`config.mk`:
```
export PLATFORM = sky130hd
export DESIGN_NAME = fifo_write_arbiter_flat
export DESIGN_NICKNAME = d
export VERILOG_FILES = /design/src/rtl/fifo_write_arbiter_pkg.sv /design/src/rtl/fifo_write_arbiter_if.sv /design/src/rtl/fifo_write_arbiter_rr_pick.sv /design/src/rtl/fifo_write_arbiter.sv /design/src/flat_wrapper.sv
export SDC_FILE = /design/constraint.sdc
export NUM_CORES = 1
export LEC_CHECK = 0
export CAP_MARGIN = 40
export CORE_MARGIN = 2
export CORE_UTILIZATION = 43
export DETAILED_ROUTE_END_ITERATION = 10
export MAX_ROUTING_LAYER = met4
export PLACE_DENSITY = 0.86
export SLEW_MARGIN = 20
export SYNTH_ARGS = -nofsm -noshare
export SYNTH_HDL_FRONTEND = slang
export SYNTH_SLANG_ARGS = --single-unit
```
`constraint.sdc`:
```
create_clock -name i_clk -period 3.38 [get_ports i_clk]
set_clock_uncertainty 0.2 [all_clocks]
set_input_delay 0.676 -clock i_clk [delete_from_list [all_inputs] [get_ports i_clk]]
set_output_delay 0.676 -clock i_clk [all_outputs]
set_load 0.01 [all_outputs]
```
`src/rtl/fifo_write_arbiter_pkg.sv`:
```
// ---------------------------------------------------------------------------
// arbiter_pkg
// Shared constants and helpers for the fifo_write_arbiter slice.
//   clog2_min1() : ceiling log2, never less than 1 (pointer/index width)
//   DEF_PTR_W    : pointer width for the default writer count
// ---------------------------------------------------------------------------
package arbiter_pkg;

  localparam int NUM_WRITERS_DEF = 4;

  function automatic int clog2_min1(input int n);
    int w = 1;
    while ((1 << w) < n) w++;
    return w;
  endfunction

  localparam int DEF_PTR_W = clog2_min1(NUM_WRITERS_DEF);

endpackage

```
`src/rtl/fifo_write_arbiter_if.sv`:
```
// ---------------------------------------------------------------------------
// fifo_write_arbiter_if
// Writer/FIFO-side bundle of the write arbiter.
//   i_data       : concatenated writer words, writer k at [k*DATA_W +: DATA_W]
//   i_req        : per-writer request
//   o_busy       : per-writer busy (0 for one cycle = acknowledge)
//   i_fifo_ready : FIFO can accept one more write next cycle
//   o_we/o_data  : FIFO write strobe and word
// master = writers + FIFO, slave = arbiter.
// ---------------------------------------------------------------------------
interface fifo_write_arbiter_if #(
  parameter int NUM_WRITERS = 4,
  parameter int DATA_W      = 8
);
  logic [NUM_WRITERS*DATA_W-1:0] i_data;
  logic [NUM_WRITERS-1:0]        i_req;
  logic [NUM_WRITERS-1:0]        o_busy;
  logic                          i_fifo_ready;
  logic                          o_we;
  logic [DATA_W-1:0]             o_data;

  modport master (
    output i_data, i_req, i_fifo_ready,
    input  o_busy, o_we, o_data
  );

  modport slave (
    input  i_data, i_req, i_fifo_ready,
    output o_busy, o_we, o_data
  );
endinterface

```
`src/rtl/fifo_write_arbiter_rr_pick.sv`:
```
// ---------------------------------------------------------------------------
// rr_pick
// Purely combinational round-robin picker: first eligible index found by
// searching upward from ptr_i+1, wrapping modulo NUM_WRITERS.
//   eligible_i  : eligible writers
//   ptr_i       : last winner (search starts just above it)
//   grant_oh_o  : one-hot winner
//   grant_idx_o : winner index
//   valid_o     : at least one writer eligible
// ---------------------------------------------------------------------------
module rr_pick
  import arbiter_pkg::*;
#(
  parameter int NUM_WRITERS = NUM_WRITERS_DEF,
  parameter int PTR_W       = DEF_PTR_W
) (
  input  logic [NUM_WRITERS-1:0] eligible_i,
  input  logic [PTR_W-1:0]       ptr_i,
  output logic [NUM_WRITERS-1:0] grant_oh_o,
  output logic [PTR_W-1:0]       grant_idx_o,
  output logic                   valid_o
);

  logic [PTR_W-1:0] idx_w;

  always_comb begin
    // NOTE: every output gets a default before the search so no path leaves
    // a value unassigned, which would otherwise infer a latch.
    grant_oh_o  = '0;
    grant_idx_o = '0;
    valid_o     = 1'b0;
    idx_w       = '0;
    for (int off = 1; off <= NUM_WRITERS; off++) begin
      idx_w = PTR_W'((int'(ptr_i) + off) % NUM_WRITERS);
      if (!valid_o && eligible_i[idx_w]) begin
        valid_o            = 1'b1;
        grant_idx_o        = idx_w;
        grant_oh_o[idx_w]  = 1'b1;
      end
    end
  end

endmodule

```
`src/rtl/fifo_write_arbiter.sv`:
```
// ---------------------------------------------------------------------------
// fifo_write_arbiter
// Merges N writer channels into one FIFO write port. One grant per cycle;
// the granted word is registered onto the FIFO bus and the writer is
// acknowledged by its busy line dropping for exactly one cycle.
//   i_clk     : clock
//   i_reset_n : asynchronous active-low reset
//   bus       : fifo_write_arbiter_if.slave (writer requests/data, busy,
//               FIFO ready, write strobe/data)
// Build option: ARBITER_FIXED_PRIO_EN -- drop the round-robin pointer, the
// lowest eligible index always wins.
// ---------------------------------------------------------------------------
module fifo_write_arbiter
  import arbiter_pkg::*;
#(
  parameter int NUM_WRITERS = 4,
  parameter int DATA_W      = 8
) (
  input logic                  i_clk,
  input logic                  i_reset_n,
  fifo_write_arbiter_if.slave  bus
);

  localparam int PTR_W = clog2_min1(NUM_WRITERS);

  logic [NUM_WRITERS-1:0] busy_q, busy_d;
  logic                   we_q, we_d;
  logic [DATA_W-1:0]      data_q, data_d;
  logic [NUM_WRITERS-1:0] eligible, grant_oh;
  logic [PTR_W-1:0]       pick_ptr, grant_idx;
  logic                   valid, grant;

  // A writer in its acknowledge cycle is excluded so its stale word is not
  // written twice; this also caps one writer at one grant per two cycles.
  assign eligible = bus.i_req & busy_q;
  assign grant    = valid & bus.i_fifo_ready;

`ifdef ARBITER_FIXED_PRIO_EN
  // Search always starts at index 0.
  assign pick_ptr = PTR_W'(NUM_WRITERS - 1);
`else
  logic [PTR_W-1:0] ptr_q, ptr_d;

  assign pick_ptr = ptr_q;
  assign ptr_d    = grant ? grant_idx : ptr_q;

  always_ff @(posedge i_clk or negedge i_reset_n) begin
    if (!i_reset_n) ptr_q <= PTR_W'(NUM_WRITERS - 1);
    else            ptr_q <= ptr_d;
  end
`endif

  rr_pick #(
    .NUM_WRITERS (NUM_WRITERS),
    .PTR_W       (PTR_W)
  ) u_pick (
    .eligible_i  (eligible),
    .ptr_i       (pick_ptr),
    .grant_oh_o  (grant_oh),
    .grant_idx_o (grant_idx),
    .valid_o     (valid)
  );

  always_comb begin
    busy_d = '1;
    we_d   = grant;
    data_d = data_q;  // word holds when nothing is written
    if (grant) begin
      busy_d = ~grant_oh;
      data_d = bus.i_data[int'(grant_idx)*DATA_W +: DATA_W];
    end
  end

  always_ff @(posedge i_clk or negedge i_reset_n) begin
    // NOTE: state registers use non-blocking assignment so every flop samples
    // the pre-edge values regardless of statement order.
    if (!i_reset_n) begin
      busy_q <= '1;
      we_q   <= 1'b0;
      data_q <= '0;
    end else begin
      busy_q <= busy_d;
      we_q   <= we_d;
      data_q <= data_d;
    end
  end

  assign bus.o_busy = busy_q;
  assign bus.o_we   = we_q;
  assign bus.o_data = data_q;

endmodule

```
`src/flat_wrapper.sv`:
```
// flat-port wrapper written by rule: the top's interface ports become plain ports
module fifo_write_arbiter_flat import arbiter_pkg::*;
#(
  parameter int NUM_WRITERS = 4,
  parameter int DATA_W      = 8
)
  (i_clk, i_reset_n, bus_i_data, bus_i_req, bus_i_fifo_ready, bus_o_busy, bus_o_we, bus_o_data);
  fifo_write_arbiter_if #(.NUM_WRITERS(NUM_WRITERS), .DATA_W(DATA_W)) bus_i ();
  input logic i_clk;
  input logic i_reset_n;
  input wire logic [$bits(bus_i.i_data)-1:0] bus_i_data;
  input wire logic [$bits(bus_i.i_req)-1:0] bus_i_req;
  input wire logic [$bits(bus_i.i_fifo_ready)-1:0] bus_i_fifo_ready;
  output wire logic [$bits(bus_i.o_busy)-1:0] bus_o_busy;
  output wire logic [$bits(bus_i.o_we)-1:0] bus_o_we;
  output wire logic [$bits(bus_i.o_data)-1:0] bus_o_data;
  assign bus_i.i_data = bus_i_data;
  assign bus_i.i_req = bus_i_req;
  assign bus_i.i_fifo_ready = bus_i_fifo_ready;
  assign bus_o_busy = bus_i.o_busy;
  assign bus_o_we = bus_i.o_we;
  assign bus_o_data = bus_i.o_data;
  fifo_write_arbiter #(.NUM_WRITERS(NUM_WRITERS), .DATA_W(DATA_W)) u_core (.i_clk(i_clk), .i_reset_n(i_reset_n), .bus(bus_i));
endmodule
```
=== Word-level counts from Yosys, hierarchy flattened ===
Cells that the tools add are included.

* Flip-flop bits (word level): 15
* Input bits: 39
* Word-level logic and storage cells: 62

* Add/subtract/negate cells: 4
* Order comparisons: 8
* Shifts and indexed selects: 1
* Muxes and demuxes: 29
* Bitwise gates (word level): 6
* Reductions and logical operators: 10

{| class="wikitable"
|+ Operators with widths
! kind !! number
|-
| indexed part select 32 x 6 -> 8 bit || 1
|-
| 2-to-1 mux 4 bit || 5
|-
| less-than comparator 2 x 3 -> 1 bit, second input constant || 4
|-
| 2-to-1 mux 1 bit || 12
|-
| bitwise OR 4 bit || 3
|-
| binary-select mux 1 bit (select 2 bit) || 4
|-
| demux 1 bit (select 2 bit) || 4
|-
| greater-or-equal comparator 2 x 1 -> 1 bit, second input constant || 4
|-
| 2-to-1 mux 2 bit || 4
|-
| logical AND 1 bit || 7
|-
| adder 2 x 1 -> 2 bit, second input constant || 2
|-
| adder 2 bit, second input constant || 2
|-
| AND 4 bit || 1
|-
| inverter 4 bit || 1
|-
| logical NOT 1 bit || 3
|-
| AND 1 bit || 1
|}

=== Logic depth before layout (Yosys ltp) ===
* Depth in word-level cells: 15
* Depth in mapped cells: 11

=== Hierarchy ===
Synthesis repeated with hierarchy kept, for this count alone.

* Cells, all modules: 114
* Area total of the unflattened synthesis: 1302.5 sq um

{| class="wikitable"
|+ Modules (own cells, without submodules)
! module !! instances !! cells an instance !! area an instance (sq um) !! sequential area each (sq um)
|-
| fifo_write_arbiter || 1 || 46 || 777.0 || 382.9
|-
| rr_pick || 1 || 68 || 525.5 || 0.0
|}

=== Worst setup path before layout ===
No wires, ideal clock.

* Path type: register to register
* Start: reg u_core.ptr_q[1], in the netlist u_core.pick_ptr[1]
* End: reg u_core.data_q[0], in the netlist u_core.bus.o_data[0]
* Setup time: 126 ps
* Arrival: 2973 ps
* Data required time: 3054 ps
* Slack: 81 ps
* Stages on the path, launching flop included: 11
* Cell sequence: dfstp_2 > clkbuf_1 > inv_1 > ha_1 > clkbuf_1 > mux4_2 > a21oi_4 > o21ai_2 > buf_6 > mux2_4 > a221o_1

* Word-level cells in the longest chain between the ends: 14
* Elaborated cells on any way between the ends: 28

{| class="wikitable"
|+ Ends and longest elaborated chain
! element !! line !! text
|-
| start, declared || fifo_write_arbiter.sv:42 || <nowiki>logic [PTR_W-1:0] ptr_q, ptr_d;</nowiki>
|-
| start signal, assigned || fifo_write_arbiter.sv:48 || <nowiki>if (!i_reset_n) ptr_q <= PTR_W'(NUM_WRITERS - 1);</nowiki>
|-
| start signal, assigned || fifo_write_arbiter.sv:49 || <nowiki>else ptr_q <= ptr_d;</nowiki>
|-
| adder 2 x 1 -> 2 bit || fifo_write_arbiter_rr_pick.sv:34 || <nowiki>idx_w = PTR_W'((int'(ptr_i) + off) % NUM_WRITERS);</nowiki>
|-
| binary-select mux 1 bit (select 2 bit) || fifo_write_arbiter_rr_pick.sv:35 || <nowiki>if (!valid_o && eligible_i[idx_w]) begin</nowiki>
|-
| 2-to-1 mux 1 bit (implied by the code) || fifo_write_arbiter_rr_pick.sv:35 ||
|-
| 2-to-1 mux 1 bit || fifo_write_arbiter_rr_pick.sv:35 ||
|-
| logical NOT 1 bit || fifo_write_arbiter_rr_pick.sv:35 ||
|-
| logical AND 1 bit || fifo_write_arbiter_rr_pick.sv:35 ||
|-
| 2-to-1 mux 1 bit || fifo_write_arbiter_rr_pick.sv:35 ||
|-
| logical NOT 1 bit || fifo_write_arbiter_rr_pick.sv:35 ||
|-
| logical AND 1 bit || fifo_write_arbiter_rr_pick.sv:35 ||
|-
| 2-to-1 mux 1 bit || fifo_write_arbiter_rr_pick.sv:35 ||
|-
| logical NOT 1 bit || fifo_write_arbiter_rr_pick.sv:35 ||
|-
| logical AND 1 bit || fifo_write_arbiter_rr_pick.sv:35 ||
|-
| 2-to-1 mux 2 bit or 2-to-1 mux 1 bit (tied branches) || fifo_write_arbiter_rr_pick.sv:35 ||
|-
| indexed part select 32 x 6 -> 8 bit or AND 1 bit (tied branches) || fifo_write_arbiter.sv:70, fifo_write_arbiter.sv:36 ||
|-
| end signal, assigned || fifo_write_arbiter.sv:84 || <nowiki>data_q <= data_d;</nowiki>
|-
| end, declared || fifo_write_arbiter.sv:28 || <nowiki>logic [DATA_W-1:0] data_q, data_d;</nowiki>
|}

Parallel ways exist; a longest one is shown, timed or not. The select of a mux whose other input is x is not followed.
A chain may end at the register's enable or synchronous reset.

=== Final worst setup path ===
* Start: in bus_i_req[3]
* End: reg u_core.data_q[7], in the netlist u_core.bus.o_data[7]

* Word-level cells in the longest chain between the ends: 14
* Elaborated cells on any way between the ends: 25

{| class="wikitable"
|+ Ends and longest elaborated chain
! element !! line !! text
|-
| start, declared || flat_wrapper.sv:12 || <nowiki>input wire logic [$bits(bus_i.i_req)-1:0] bus_i_req;</nowiki>
|-
| AND 4 bit (*) || fifo_write_arbiter.sv:35 || <nowiki>assign eligible = bus.i_req & busy_q;</nowiki>
|-
| binary-select mux 1 bit (select 2 bit) || fifo_write_arbiter_rr_pick.sv:35 ||
|-
| 2-to-1 mux 1 bit (implied by the code) || fifo_write_arbiter_rr_pick.sv:35 ||
|-
| 2-to-1 mux 1 bit || fifo_write_arbiter_rr_pick.sv:35 ||
|-
| logical NOT 1 bit || fifo_write_arbiter_rr_pick.sv:35 ||
|-
| logical AND 1 bit || fifo_write_arbiter_rr_pick.sv:35 ||
|-
| 2-to-1 mux 1 bit || fifo_write_arbiter_rr_pick.sv:35 ||
|-
| logical NOT 1 bit || fifo_write_arbiter_rr_pick.sv:35 ||
|-
| logical AND 1 bit || fifo_write_arbiter_rr_pick.sv:35 ||
|-
| 2-to-1 mux 1 bit || fifo_write_arbiter_rr_pick.sv:35 ||
|-
| logical NOT 1 bit || fifo_write_arbiter_rr_pick.sv:35 ||
|-
| logical AND 1 bit || fifo_write_arbiter_rr_pick.sv:35 ||
|-
| 2-to-1 mux 2 bit or 2-to-1 mux 1 bit (tied branches) || fifo_write_arbiter_rr_pick.sv:35 ||
|-
| indexed part select 32 x 6 -> 8 bit or AND 1 bit (tied branches) || fifo_write_arbiter.sv:70, fifo_write_arbiter.sv:36 ||
|}

Mark *: on every way between the ends. The rest lies on a longest branch, timed or not. The select of a mux whose other input is x is not followed.

==> flow_summary.yaml <==
power:
  power_mw: 2.06
  leakage_nw: 0.987
  p_per_area_nw_per_um2: 872
  ir_drop_mv: 0.394
global_routing:
  antenna_found_initial: 0
  grt_pass1_wl_mm: 7.85
  grt_max_degree: 27
  track_usage_pct: 23.4
  grt_pass1_vias: 1676
  overflow: 0
placed_design:
  io_buffers: 51
  globalplace.congestion: 0.911
  dp_hpwl_mm: 3.52
  place_ws_ns: 0.115
  dpl-instance-area_um2: 2310
  place_inst: 301
clock_network:
  cts.sinks: 15
  clockBufferDepth: 2
  clk_latency_ns: 0.25
  post_cts_buffers: 0
  numCtsBuffers: 3
  clk_pin_slew_ns: 0.07
  holdBufCountCts: 0
  htreeDepth: 1
  cts_tree: "yes"
  ctsResizeCount: 0
  root_buffer: "clkbuf_8"
timing:
  hold_violations: 0
  timing.setup.tns_ns: 0
  worst_pin_slew_ns: 0.605
  setup_violations: 0
  worst_slack_ns: 0.369
  fmaxAchievable_ghz: 0.332
  fin_crit_ns: 3.01
  drv_slew: 0
  rsz0062_at_grt: "false"
  whs_ns: 0.310
  finalCritPeriodShare_pct: 89.1
  slew_headroom_pct: 59.1
floorplanning:
  die_w_um: 66.1
  dieArea_um2: 4370
  rows: 22
  ios: 52
  core_um2: 3690
  die_h_um: 66.1
  initial_core_util_pct: 45.0
route:
  drc: 0
  avgViaCountPerCell: 5.91
  drt_first_pass_iters: 4
  vias: 1807
  detailedRoute.firstIterationViolations: 90
  ant_nets: 0
  wl_per_cell_um: 15.3
  wirelength_mm: 4.69
synth:
  synth_xor_xnor_area_share_pct: 0.528
  yosys.area_share.simple_pct: 14.9
  synth_fa_ha_area_share_pct: 6.03
  ys_ff_latch: 15
  synth_ff_type: "dfrtp_1"
  synth-async-reset-ratio_pct: 100
  synth_nets: 244
  synthMuxAreaShare_pct: 8.36
  synthesis.area_um2: 1660
  synth.yosys.seq_area_share_pct: 23.1
  synth_compound_area_share_pct: 40.2
  synth_top_family_by_area: "compound AO/OA/AOI/OAI gates"
  ys_warn_count: 0
  synthCells: 197
  syn_avg_cell_area_um2: 8.43
  synth_edf_count: 0
  synth.distinct_cells: 50
finish:
  fin_nets: 306
  fill_cells: 318
  drive_gt1_share_pct: 15.1
  final_common_cell: "clkdlybuf4s50_1"
  final_util_pct: 64.2
  antennaDiodeCount: 0
  final_cell_mix: "51 x clkdlybuf4s50_1, 19 x nand2_1, 16 x inv_1, 16 x buf_4, 13 x o211ai_1"
  syn2layout_area_growth_pct: 42.6
  fin_area_um2: 2370
  fin_cells: 306
setup_path:
  ff2ff_setup_slack_ns: 0.53
  worstSetupPathType: "in2reg"
  critPathArrivalTime_ns: 2.95
  crit_fanout: 8
  cp-start-kind: "input pin"
  crit_path_end_kind: "flop"
  cp.required_ns: 3.32
worst_hold_path:
  worst_hold_path_type: "reg2reg"
status:
  status: "finished, final reports clean"
job:
  maxCapViolCount: 0
## cells by family (layout without fill, tap and decap cells)
group | Yosys count | in the layout
AO/OA/AOI/OAI | 85 | 85
XOR/XNOR | 1 | 1
adder cells (fa/ha/maj) | 8 | 8
buffers and inverters | 28 | 89
flip-flops | 15 | 15
multiplexers | 9 | 9
AND/OR/NAND/NOR | 51 | 51
## worst max-delay path, cell delays in order
cell and delay (ns):
clkdlybuf4s50_1 0.55, a22o_1 0.30, nor4_1 0.24, buf_4 0.17
a21oi_4 0.03, o21ai_2 0.30, mux2_1 0.36, a221o_1 0.31
## synth_stat cells, types with 6 or more instances
cell type  count  area [um^2]
a32oi_1        6         52.6
o21ai_0       11         55.1
dfrtp_1        9          225
ha_1           8          100
dfstp_2        6          158
o211ai_1      13         97.6
a211oi_1       6         45.0
nor3_1         7         35.0
o31ai_1        6         45.0
clkbuf_1       8         30.0
nor2_1         8         30.0
inv_1         16         60.1
nand2_1       19         71.3
## path summary, 6_finish.rpt
| path | from | endpoint | cells after the start |
|---|---|---|---|
| hold / removal | u_core.bus.o_data[7] | u_core.bus.o_data[7] | 1 |
| hold reg to reg | u_core.bus.o_data[7] | u_core.bus.o_data[7] | 1 |
| min in group asynchronous | i_reset_n | u_core.bus.o_busy[0] | 1 |
| setup reg to reg | u_core.pick_ptr[0] | u_core.bus.o_data[7] | 8 |
| setup / recovery | bus_i_req[3] | u_core.bus.o_data[7] | 8 |
| max in group asynchronous | i_reset_n | u_core.pick_ptr[0] | 2 |
## cell type report
cell class / instances / area (um^2) / area share, %
clock buffers: 4 / 45.0 / 1.90
inverters: 17 / 63.8 / 2.70
multi-input cells: 154 / 1170 / 49.6
flip-flops and latches: 15 / 383 / 16.2
well taps: 48 / 60.1 / 2.54
repair buffers: 68 / 642 / 27.1
## state kept, by name, summed over array words and instances, names as in the netlist
register	cells
u_core.bus.o_data	8
u_core.bus.o_busy	4
u_core.pick_ptr	2
u_core.bus.o_we	1
## metal layers
layer | vias to the layer above | share of wire (%) | global-route usage, %
met4 | 0 | 0.30 | 6.89
met1 | 837 | 42 | 33.5
met5 | - | 0 | -
li1 | 889 | - | -
met3 | 2 | 8.4 | 1.87
met2 | 79 | 49 | 35.4
## where the power goes
part / leakage (nW) / internal (mW) / switching [mW] / total, mW
combinational: 0.795 / 0.750 / 0.817 / 1.57
clock: 0.0228 / 0.0836 / 0.0701 / 0.154
sequential: 0.170 / 0.281 / 0.0622 / 0.344
No activity file was read; power rests on OpenSTA's default activity.
